===== config.mk =====
export PLATFORM = sky130hd
export DESIGN_NAME = reg_rename_unit_flat
export DESIGN_NICKNAME = d
export VERILOG_FILES = /design/src/rtl/reg_rename_unit_if.sv /design/src/rtl/reg_rename_unit.sv /design/src/flat_wrapper.sv
export SDC_FILE = /design/constraint.sdc
export NUM_CORES = 1
export LEC_CHECK = 0
export ABC_AREA = 0
export ABC_CLOCK_PERIOD_IN_PS = 4300
export BUFFER_PORTS_ARGS = -buffer_cell sky130_fd_sc_hd__buf_2
export CAP_MARGIN = 10
export CORE_ASPECT_RATIO = 0.8
export CORE_UTILIZATION = 60
export DETAILED_ROUTE_END_ITERATION = 10
export PLACE_DENSITY_LB_ADDON = 0.15
export SLEW_MARGIN = 20
export SYNTH_ARGS = -nofsm -noshare
export SYNTH_HDL_FRONTEND = slang
export SYNTH_SLANG_ARGS = --single-unit

===== constraint.sdc =====
create_clock -name clk -period 4.3 [get_ports clk]
set_input_delay 0.86 -clock clk [delete_from_list [all_inputs] [get_ports clk]]
set_output_delay 0.86 -clock clk [all_outputs]
set_load 0.02 [all_outputs]

===== src/rtl/reg_rename_unit_if.sv =====
// Rename-stage bus: decode-side rename request, commit-side retirement
// and recovery flush, grouped so decode drives the master modport and the
// rename unit receives the slave modport.
interface reg_rename_unit_if #(
    parameter int NUM_LOG_REGS  = 32,
    parameter int NUM_PHYS_REGS = 64,
    parameter int LOG_W         = $clog2(NUM_LOG_REGS),
    parameter int PHYS_W        = $clog2(NUM_PHYS_REGS)
);
    logic              rename_valid;
    logic              rename_ready;
    logic [LOG_W-1:0]  rs_log;
    logic [LOG_W-1:0]  rt_log;
    logic              uses_rw;
    logic [LOG_W-1:0]  rw_log;
    logic [PHYS_W-1:0] rs_phys;
    logic [PHYS_W-1:0] rt_phys;
    logic [PHYS_W-1:0] rw_phys;
    logic [PHYS_W-1:0] prev_phys;
    logic              commit_valid;
    logic [LOG_W-1:0]  commit_log;
    logic [PHYS_W-1:0] commit_phys;
    logic [PHYS_W-1:0] commit_prev_phys;
    logic              flush;
    logic [PHYS_W:0]   free_count;

    modport master (
        output rename_valid, rs_log, rt_log, uses_rw, rw_log,
               commit_valid, commit_log, commit_phys, commit_prev_phys, flush,
        input  rename_ready, rs_phys, rt_phys, rw_phys, prev_phys, free_count
    );

    modport slave (
        input  rename_valid, rs_log, rt_log, uses_rw, rw_log,
               commit_valid, commit_log, commit_phys, commit_prev_phys, flush,
        output rename_ready, rs_phys, rt_phys, rw_phys, prev_phys, free_count
    );
endinterface


===== src/rtl/reg_rename_unit.sv =====
// Register rename stage: speculative and architectural map tables plus a
// circular free list of physical registers. One rename per cycle, in-order
// commit returns the superseded register, flush rolls speculation back to
// the architectural state.
module reg_rename_unit #(
    parameter int NUM_LOG_REGS  = 32,
    parameter int NUM_PHYS_REGS = 64,
    parameter int LOG_W         = $clog2(NUM_LOG_REGS),
    parameter int PHYS_W        = $clog2(NUM_PHYS_REGS)
) (
    input logic               clk,
    input logic               rst_n,
    reg_rename_unit_if.slave  bus
);
    localparam int FL_DEPTH = NUM_PHYS_REGS - NUM_LOG_REGS;
    localparam int PTR_W    = (FL_DEPTH > 1) ? $clog2(FL_DEPTH) : 1;

    logic [PHYS_W-1:0] r_specMap [NUM_LOG_REGS];
    logic [PHYS_W-1:0] r_archMap [NUM_LOG_REGS];
    logic [PHYS_W-1:0] r_fifo    [FL_DEPTH];
    logic [PTR_W-1:0]  r_head;
    logic [PTR_W-1:0]  r_archHead;
    logic [PTR_W-1:0]  r_tail;
    logic [PHYS_W:0]   r_freeCount;

    logic              w_ready;
    logic              w_fire;
    logic              w_alloc;
    logic [PTR_W-1:0]  w_archHeadNext;

    // Pointers wrap at FL_DEPTH, which need not be a power of two.
    function automatic logic [PTR_W-1:0] ptrInc(input logic [PTR_W-1:0] p);
        return (p == PTR_W'(FL_DEPTH - 1)) ? '0 : p + 1'b1;
    endfunction

    // Handshake, allocation decision and zero-latency map lookups.
    always_comb begin
        w_ready        = (r_freeCount != '0) && !bus.flush;
        w_fire         = bus.rename_valid && w_ready;
        w_alloc        = w_fire && bus.uses_rw && (bus.rw_log != '0);
        w_archHeadNext = bus.commit_valid ? ptrInc(r_archHead) : r_archHead;

        bus.rename_ready = w_ready;
        bus.free_count   = r_freeCount;
        bus.rs_phys      = r_specMap[bus.rs_log];
        bus.rt_phys      = r_specMap[bus.rt_log];
        bus.prev_phys    = r_specMap[bus.rw_log];
        bus.rw_phys      = w_alloc ? r_fifo[r_head] : '0;
    end

    // Architectural map and free-list tail follow in-order commits.
    always_ff @(posedge clk) begin
        if (!rst_n) begin
            for (int i = 0; i < NUM_LOG_REGS; i++) r_archMap[i] <= PHYS_W'(i);
            for (int k = 0; k < FL_DEPTH; k++) r_fifo[k] <= PHYS_W'(NUM_LOG_REGS + k);
            r_tail     <= '0;
            r_archHead <= '0;
        end else if (bus.commit_valid) begin
            if (bus.commit_log != '0) r_archMap[bus.commit_log] <= bus.commit_phys;
            r_fifo[r_tail] <= bus.commit_prev_phys;
            r_tail         <= ptrInc(r_tail);
            r_archHead     <= ptrInc(r_archHead);
        end
    end

    // Speculative map, allocation head and free count; flush restores them
    // from the architectural state including a same-cycle commit.
    always_ff @(posedge clk) begin
        if (!rst_n) begin
            for (int i = 0; i < NUM_LOG_REGS; i++) r_specMap[i] <= PHYS_W'(i);
            r_head      <= '0;
            r_freeCount <= (PHYS_W+1)'(FL_DEPTH);
        end else if (bus.flush) begin
            for (int i = 0; i < NUM_LOG_REGS; i++) begin
                if (bus.commit_valid && (bus.commit_log == LOG_W'(i)) && (i != 0))
                    r_specMap[i] <= bus.commit_phys;
                else
                    r_specMap[i] <= r_archMap[i];
            end
            r_head      <= w_archHeadNext;
            r_freeCount <= (PHYS_W+1)'(FL_DEPTH);
        end else begin
            if (w_alloc) begin
                r_specMap[bus.rw_log] <= r_fifo[r_head];
                r_head                <= ptrInc(r_head);
            end
            r_freeCount <= r_freeCount + (PHYS_W+1)'(bus.commit_valid)
                                       - (PHYS_W+1)'(w_alloc);
        end
    end

    // Commits must retire the oldest allocation, never logical 0, and never
    // overfill the free list.
    a_commitOrder : assert property (@(posedge clk) disable iff (!rst_n)
        bus.commit_valid |-> (bus.commit_phys == r_fifo[r_archHead]));
    a_commitLog : assert property (@(posedge clk) disable iff (!rst_n)
        bus.commit_valid |-> (bus.commit_log != '0));
    a_commitRoom : assert property (@(posedge clk) disable iff (!rst_n)
        bus.commit_valid |-> (r_freeCount < (PHYS_W+1)'(FL_DEPTH)));
endmodule


===== src/flat_wrapper.sv =====
// flat-port wrapper written by rule: the top's interface ports become plain ports
module reg_rename_unit_flat 
#(
    parameter int NUM_LOG_REGS  = 32,
    parameter int NUM_PHYS_REGS = 64,
    parameter int LOG_W         = $clog2(NUM_LOG_REGS),
    parameter int PHYS_W        = $clog2(NUM_PHYS_REGS)
)
  (clk, rst_n, bus_rename_valid, bus_rs_log, bus_rt_log, bus_uses_rw, bus_rw_log, bus_commit_valid, bus_commit_log, bus_commit_phys, bus_commit_prev_phys, bus_flush, bus_rename_ready, bus_rs_phys, bus_rt_phys, bus_rw_phys, bus_prev_phys, bus_free_count);
  reg_rename_unit_if #(.NUM_LOG_REGS(NUM_LOG_REGS), .NUM_PHYS_REGS(NUM_PHYS_REGS), .LOG_W(LOG_W), .PHYS_W(PHYS_W)) bus_i ();
  input logic clk;
  input logic rst_n;
  input wire logic [$bits(bus_i.rename_valid)-1:0] bus_rename_valid;
  input wire logic [$bits(bus_i.rs_log)-1:0] bus_rs_log;
  input wire logic [$bits(bus_i.rt_log)-1:0] bus_rt_log;
  input wire logic [$bits(bus_i.uses_rw)-1:0] bus_uses_rw;
  input wire logic [$bits(bus_i.rw_log)-1:0] bus_rw_log;
  input wire logic [$bits(bus_i.commit_valid)-1:0] bus_commit_valid;
  input wire logic [$bits(bus_i.commit_log)-1:0] bus_commit_log;
  input wire logic [$bits(bus_i.commit_phys)-1:0] bus_commit_phys;
  input wire logic [$bits(bus_i.commit_prev_phys)-1:0] bus_commit_prev_phys;
  input wire logic [$bits(bus_i.flush)-1:0] bus_flush;
  output wire logic [$bits(bus_i.rename_ready)-1:0] bus_rename_ready;
  output wire logic [$bits(bus_i.rs_phys)-1:0] bus_rs_phys;
  output wire logic [$bits(bus_i.rt_phys)-1:0] bus_rt_phys;
  output wire logic [$bits(bus_i.rw_phys)-1:0] bus_rw_phys;
  output wire logic [$bits(bus_i.prev_phys)-1:0] bus_prev_phys;
  output wire logic [$bits(bus_i.free_count)-1:0] bus_free_count;
  assign bus_i.rename_valid = bus_rename_valid;
  assign bus_i.rs_log = bus_rs_log;
  assign bus_i.rt_log = bus_rt_log;
  assign bus_i.uses_rw = bus_uses_rw;
  assign bus_i.rw_log = bus_rw_log;
  assign bus_i.commit_valid = bus_commit_valid;
  assign bus_i.commit_log = bus_commit_log;
  assign bus_i.commit_phys = bus_commit_phys;
  assign bus_i.commit_prev_phys = bus_commit_prev_phys;
  assign bus_i.flush = bus_flush;
  assign bus_rename_ready = bus_i.rename_ready;
  assign bus_rs_phys = bus_i.rs_phys;
  assign bus_rt_phys = bus_i.rt_phys;
  assign bus_rw_phys = bus_i.rw_phys;
  assign bus_prev_phys = bus_i.prev_phys;
  assign bus_free_count = bus_i.free_count;
  reg_rename_unit #(.NUM_LOG_REGS(NUM_LOG_REGS), .NUM_PHYS_REGS(NUM_PHYS_REGS), .LOG_W(LOG_W), .PHYS_W(PHYS_W)) u_core (.clk(clk), .rst_n(rst_n), .bus(bus_i));
endmodule

==> results.md <==
* Fmax at 245 MHz
* CP Max Fanout at 22
* # setup viols final at 0
* Critical Path RT at 3440 ps
* Tot GR Track Use at 37.8%
* Power Total at 0.0140 W
* Outcome: finished clean
* Clk_lat worst skew at 650 ps
* Core area at 0.0538 mm2
* CTS tree: yes
* Iter 0 DRT Violations at 4212
* Peak supply drop at 0.346 mV
* Largest net degree at the start of global routing at 68
* Starting density of the core at 60.7%
* Yosys top cell area share at 52.9%
* # resized after CTS at 0
* Setup slack, reg-to-reg at 790 ps
* Top Family by Delay on Critical Path: compound AO/OA/AOI/OAI gates
* Setup TNS at 0 ps
* Antenna violations before repair at 3
* Routed Antenna Nets at 0
* #FFs+latches synth at 603
* CP Class: flop to output port
* Die Y at 211 um
* Most used flip-flop cell after synthesis: edfxtp_1
* EDFF count, synth at 576
* Slew @ Worst Pin at 1110 ps
* Part of the power in registers at 50.6%
* Cells along the critical path: buf_4 > mux2i_1 > a22oi_1 > nand4b_1 > o22ai_1 > a311oi_4 > nor2_1 > buf_2
* WP buf/inv at 2
* Htree depth at 2
* Clock power share at 36.5%
* Num rows at 76
* Count of cell types in the netlist at 55
* Slew Limit Fails at 0
* Yosys warning count at 0
* Clock Tree Buf Depth at 3
* Area leader, netlist: edfxtp_1
* Synth-to-layout area growth at 8.86%
* Number of global-route vias before repair at 22170
* Top Ports at 70
* Number of remaining DRC errors at 0
* Register area at 0.0178 mm2
* Root buf cell: clkbuf_16
* Post-synth ARST share at 0%
* HP Class: flop to flop
* Final period util at 94.8%
* Post-layout min period at 4080 ps
* DR vias at 23926
* FILL cells at 3912
* CTS buffer count at 58
* Final Net Count at 2621
* Drt via density at 7.22
* PwrDens at 392 mW/mm2
* Total Routed Length at 105 mm
* Layout cells sized above 1 at 21.1%
* Arrival time worst endpoint at 3220 ps
* Mapped Area at 0.0327 mm2
* DR pass1 iterations at 8
* Largest cells by area after synthesis: edfxtp_1, mux4_2, mux2i_1
* Hold Path Depth at 2
* Pint at 0.0102 W
* First-pass GRT wire length at 150 mm
* Syn avg cell area at 12.6 um2
* Hold Vio Cnt, Final at 0
* Cells after synthesis at 2585
* Slowest CP cell: dfxtp_4
* # Max-Cap Violations at 0
* Switch share at 26.6%
* CP max stage delay at 620 ps
* Combinational Power Share at 12.9%
* Switching Power at 0.00372 W
* Post-synthesis sequential area ratio at 54.6%
* Leakage at 11.9 nW
* Clk slew on worst S/H paths at 60 ps
* DR WL/cell at 31.7 um
* Worst R2R Path Depth at 8
* CP endpoint kind: output port
* Post-Route Skew at 37.4 ps
* GRT Residual Overflow at 0
* Sink Count at 603
* # port buffers at 69
* Min-delay src: u_core.r_archHead[1]
* Worst Setup Start Kind: flop
* Routability cong. at 1.06
* Hold Path Sink: u_core.r_archHead[1]
* Die Span X at 263 um
* Multi-input gate area at 0.0137 mm2
* HPWL after DPL at 74.3 mm
* RSZ-0062 raised after global routing: false
* Max-slew headroom at 25.8%
* FF-to-FF End: u_core.r_specMap[7][5]
* Die area at 0.0554 mm2
cell usage in the layout, fill, tap and decap left out, drive strengths merged, types with 3 or more instances in the layout:
cell and n:
ha 18, or2 28, a2111oi 4, bufinv 4, or3b 4, clkinv 27
conb 6, edfxtp 576, clkbuf 75, nand2b 9, mux2 96, nor3b 5
o22ai 70, nor4b 3, a22oi 72, o21ai 111, nor3 81, nand3 87
nor2b 14, inv 22, and3b 3, nand3b 11, and4 4, and2 140
nor2 137, mux4 168, a21oi 87, or3 124, dfxtp 27, buf 161
mux2i 181, a32oi 15, nand4 10, nand2 187, and3 25
cells in the mapped netlist (3+ instances only):
| cell type | instances |
|---|---|
| dfxtp_1 | 27 |
| ha_1 | 18 |
| nor4b_1 | 3 |
| a32oi_1 | 15 |
| edfxtp_1 | 576 |
| o21ai_1 | 51 |
| nor3_1 | 81 |
| a21oi_1 | 87 |
| nand3b_1 | 11 |
| mux4_2 | 168 |
| buf_4 | 9 |
| o21ai_0 | 60 |
| nand2_1 | 187 |
| inv_1 | 19 |
| buf_1 | 14 |
| o22ai_1 | 70 |
| and2_1 | 138 |
| or2_2 | 28 |
| mux2_2 | 94 |
| clkbuf_1 | 189 |
| nor2_1 | 137 |
| buf_6 | 8 |
| nor3b_1 | 5 |
| and4_1 | 4 |
| mux2i_1 | 181 |
| nor2b_1 | 14 |
| or3_1 | 124 |
| and3b_1 | 3 |
| or3b_2 | 4 |
| nand3_1 | 87 |
| nand2b_1 | 9 |
| and3_1 | 25 |
| a22oi_1 | 72 |
| buf_2 | 27 |
| a2111oi_0 | 4 |
| nand4_1 | 10 |
cell type report:
cell class | count | share of cell area [%]
sequential | 603 | 50.2
multi-input combinational | 1718 | 38.6
clock inverter | 32 | 0.791
clock buffer | 75 | 4.42
antenna | 1 | 0.00703
tap | 702 | 2.47
inverter | 22 | 0.232
timing repair buffer | 161 | 3.29
metal layers:
layer | vias to the layer above | wire length, um | global-route usage, %
met2 | 2079 | 39700 | 47.2
met3 | 224 | 21700 | 21.6
met4 | 6 | 2500 | 9.24
met1 | 11725 | 40900 | 55.4
li1 | 9892 | - | -
met5 | - | 347 | 3.31
what timing repair did:
action | 4_1_cts | 5_1_grt
endpoints found under the setup margin | 0 | 1
hold buffers | 0 | 0
setup buffers | 0 | 1
endpoints found under the hold margin | 0 | 0
cells by family after synthesis:
logic type,count (synthesis),share of synthesized area [%]
xor gates and xnor gates,4,0.107
AOI/OAI and AO/OA,369,6.81
and+or+nand+nor,875,13.8
buffers and inverters,269,3.48
other,1,0.0115
muxes,445,20.4
DFF,603,54.6
adders and majority gates,19,0.751
state kept, by name, indices dropped and copies added, names as in the netlist, named ones only:
| register | count |
|---|---|
| u_core.r_head | 5 |
| u_core.r_tail | 5 |
| u_core.r_fifo | 192 |
| u_core.r_archMap | 192 |
| u_core.r_specMap | 192 |
| u_core.r_archHead | 5 |
| u_core.bus.free_count | 7 |
tightest hold or removal path, stage by stage, from the launching register on:
cell and delay (ps):
dfxtp_1 340, nand2_1 70, a21oi_1 70
worst max-delay path by stage:
| stage | startpoint | end | slack [ps] | cells past startpoint |
|---|---|---|---|---|
| 3_5_place_dp | bus_rw_log[2] | u_core.bus.free_count[6] | 510 | 16 |
| 4_1_cts | flop | bus_rw_phys[5] | 20 | 8 |
| 5_1_grt | flop | bus_rw_phys[5] | 50 | 8 |
| 6_report | flop | bus_rw_phys[5] | 220 | 8 |
| 3_3_place_gp | bus_rw_log[2] | u_core.bus.free_count[6] | 540 | 16 |
| 2_1_floorplan | bus_rs_log[0] | bus_rs_phys[0] | 730 | 4 |
power groups by stage:
| stage | Sequential [W] | Clock [W] | Combinational [W] |
|---|---|---|---|
| 2_1_floorplan | 0.00695 | 0 | 0.00120 |
| 3_3_place_gp | 0.00713 | 0 | 0.00170 |
| 3_5_place_dp | 0.00714 | 0 | 0.00173 |
| 4_1_cts | 0.00702 | 0.00509 | 0.00173 |
| 5_1_grt | 0.00705 | 0.00531 | 0.00187 |
| 6_report | 0.00706 | 0.00510 | 0.00180 |
through the flow:
stage	instances	hold slack, ps	utilization [%]	setup slack, ps	area, um2
5_1_grt	3313	574	66.1	54.5	35600
3_5_place_dp	3205	523	62.6	513	33700
6_report	3314	543	66.1	223	35600
2_1_floorplan	2590	488	-	735	32700
4_1_cts	3312	533	66.1	18.6	35600
3_3_place_gp	3205	518	62.6	536	33700
(Power assumes the default switching activity.)
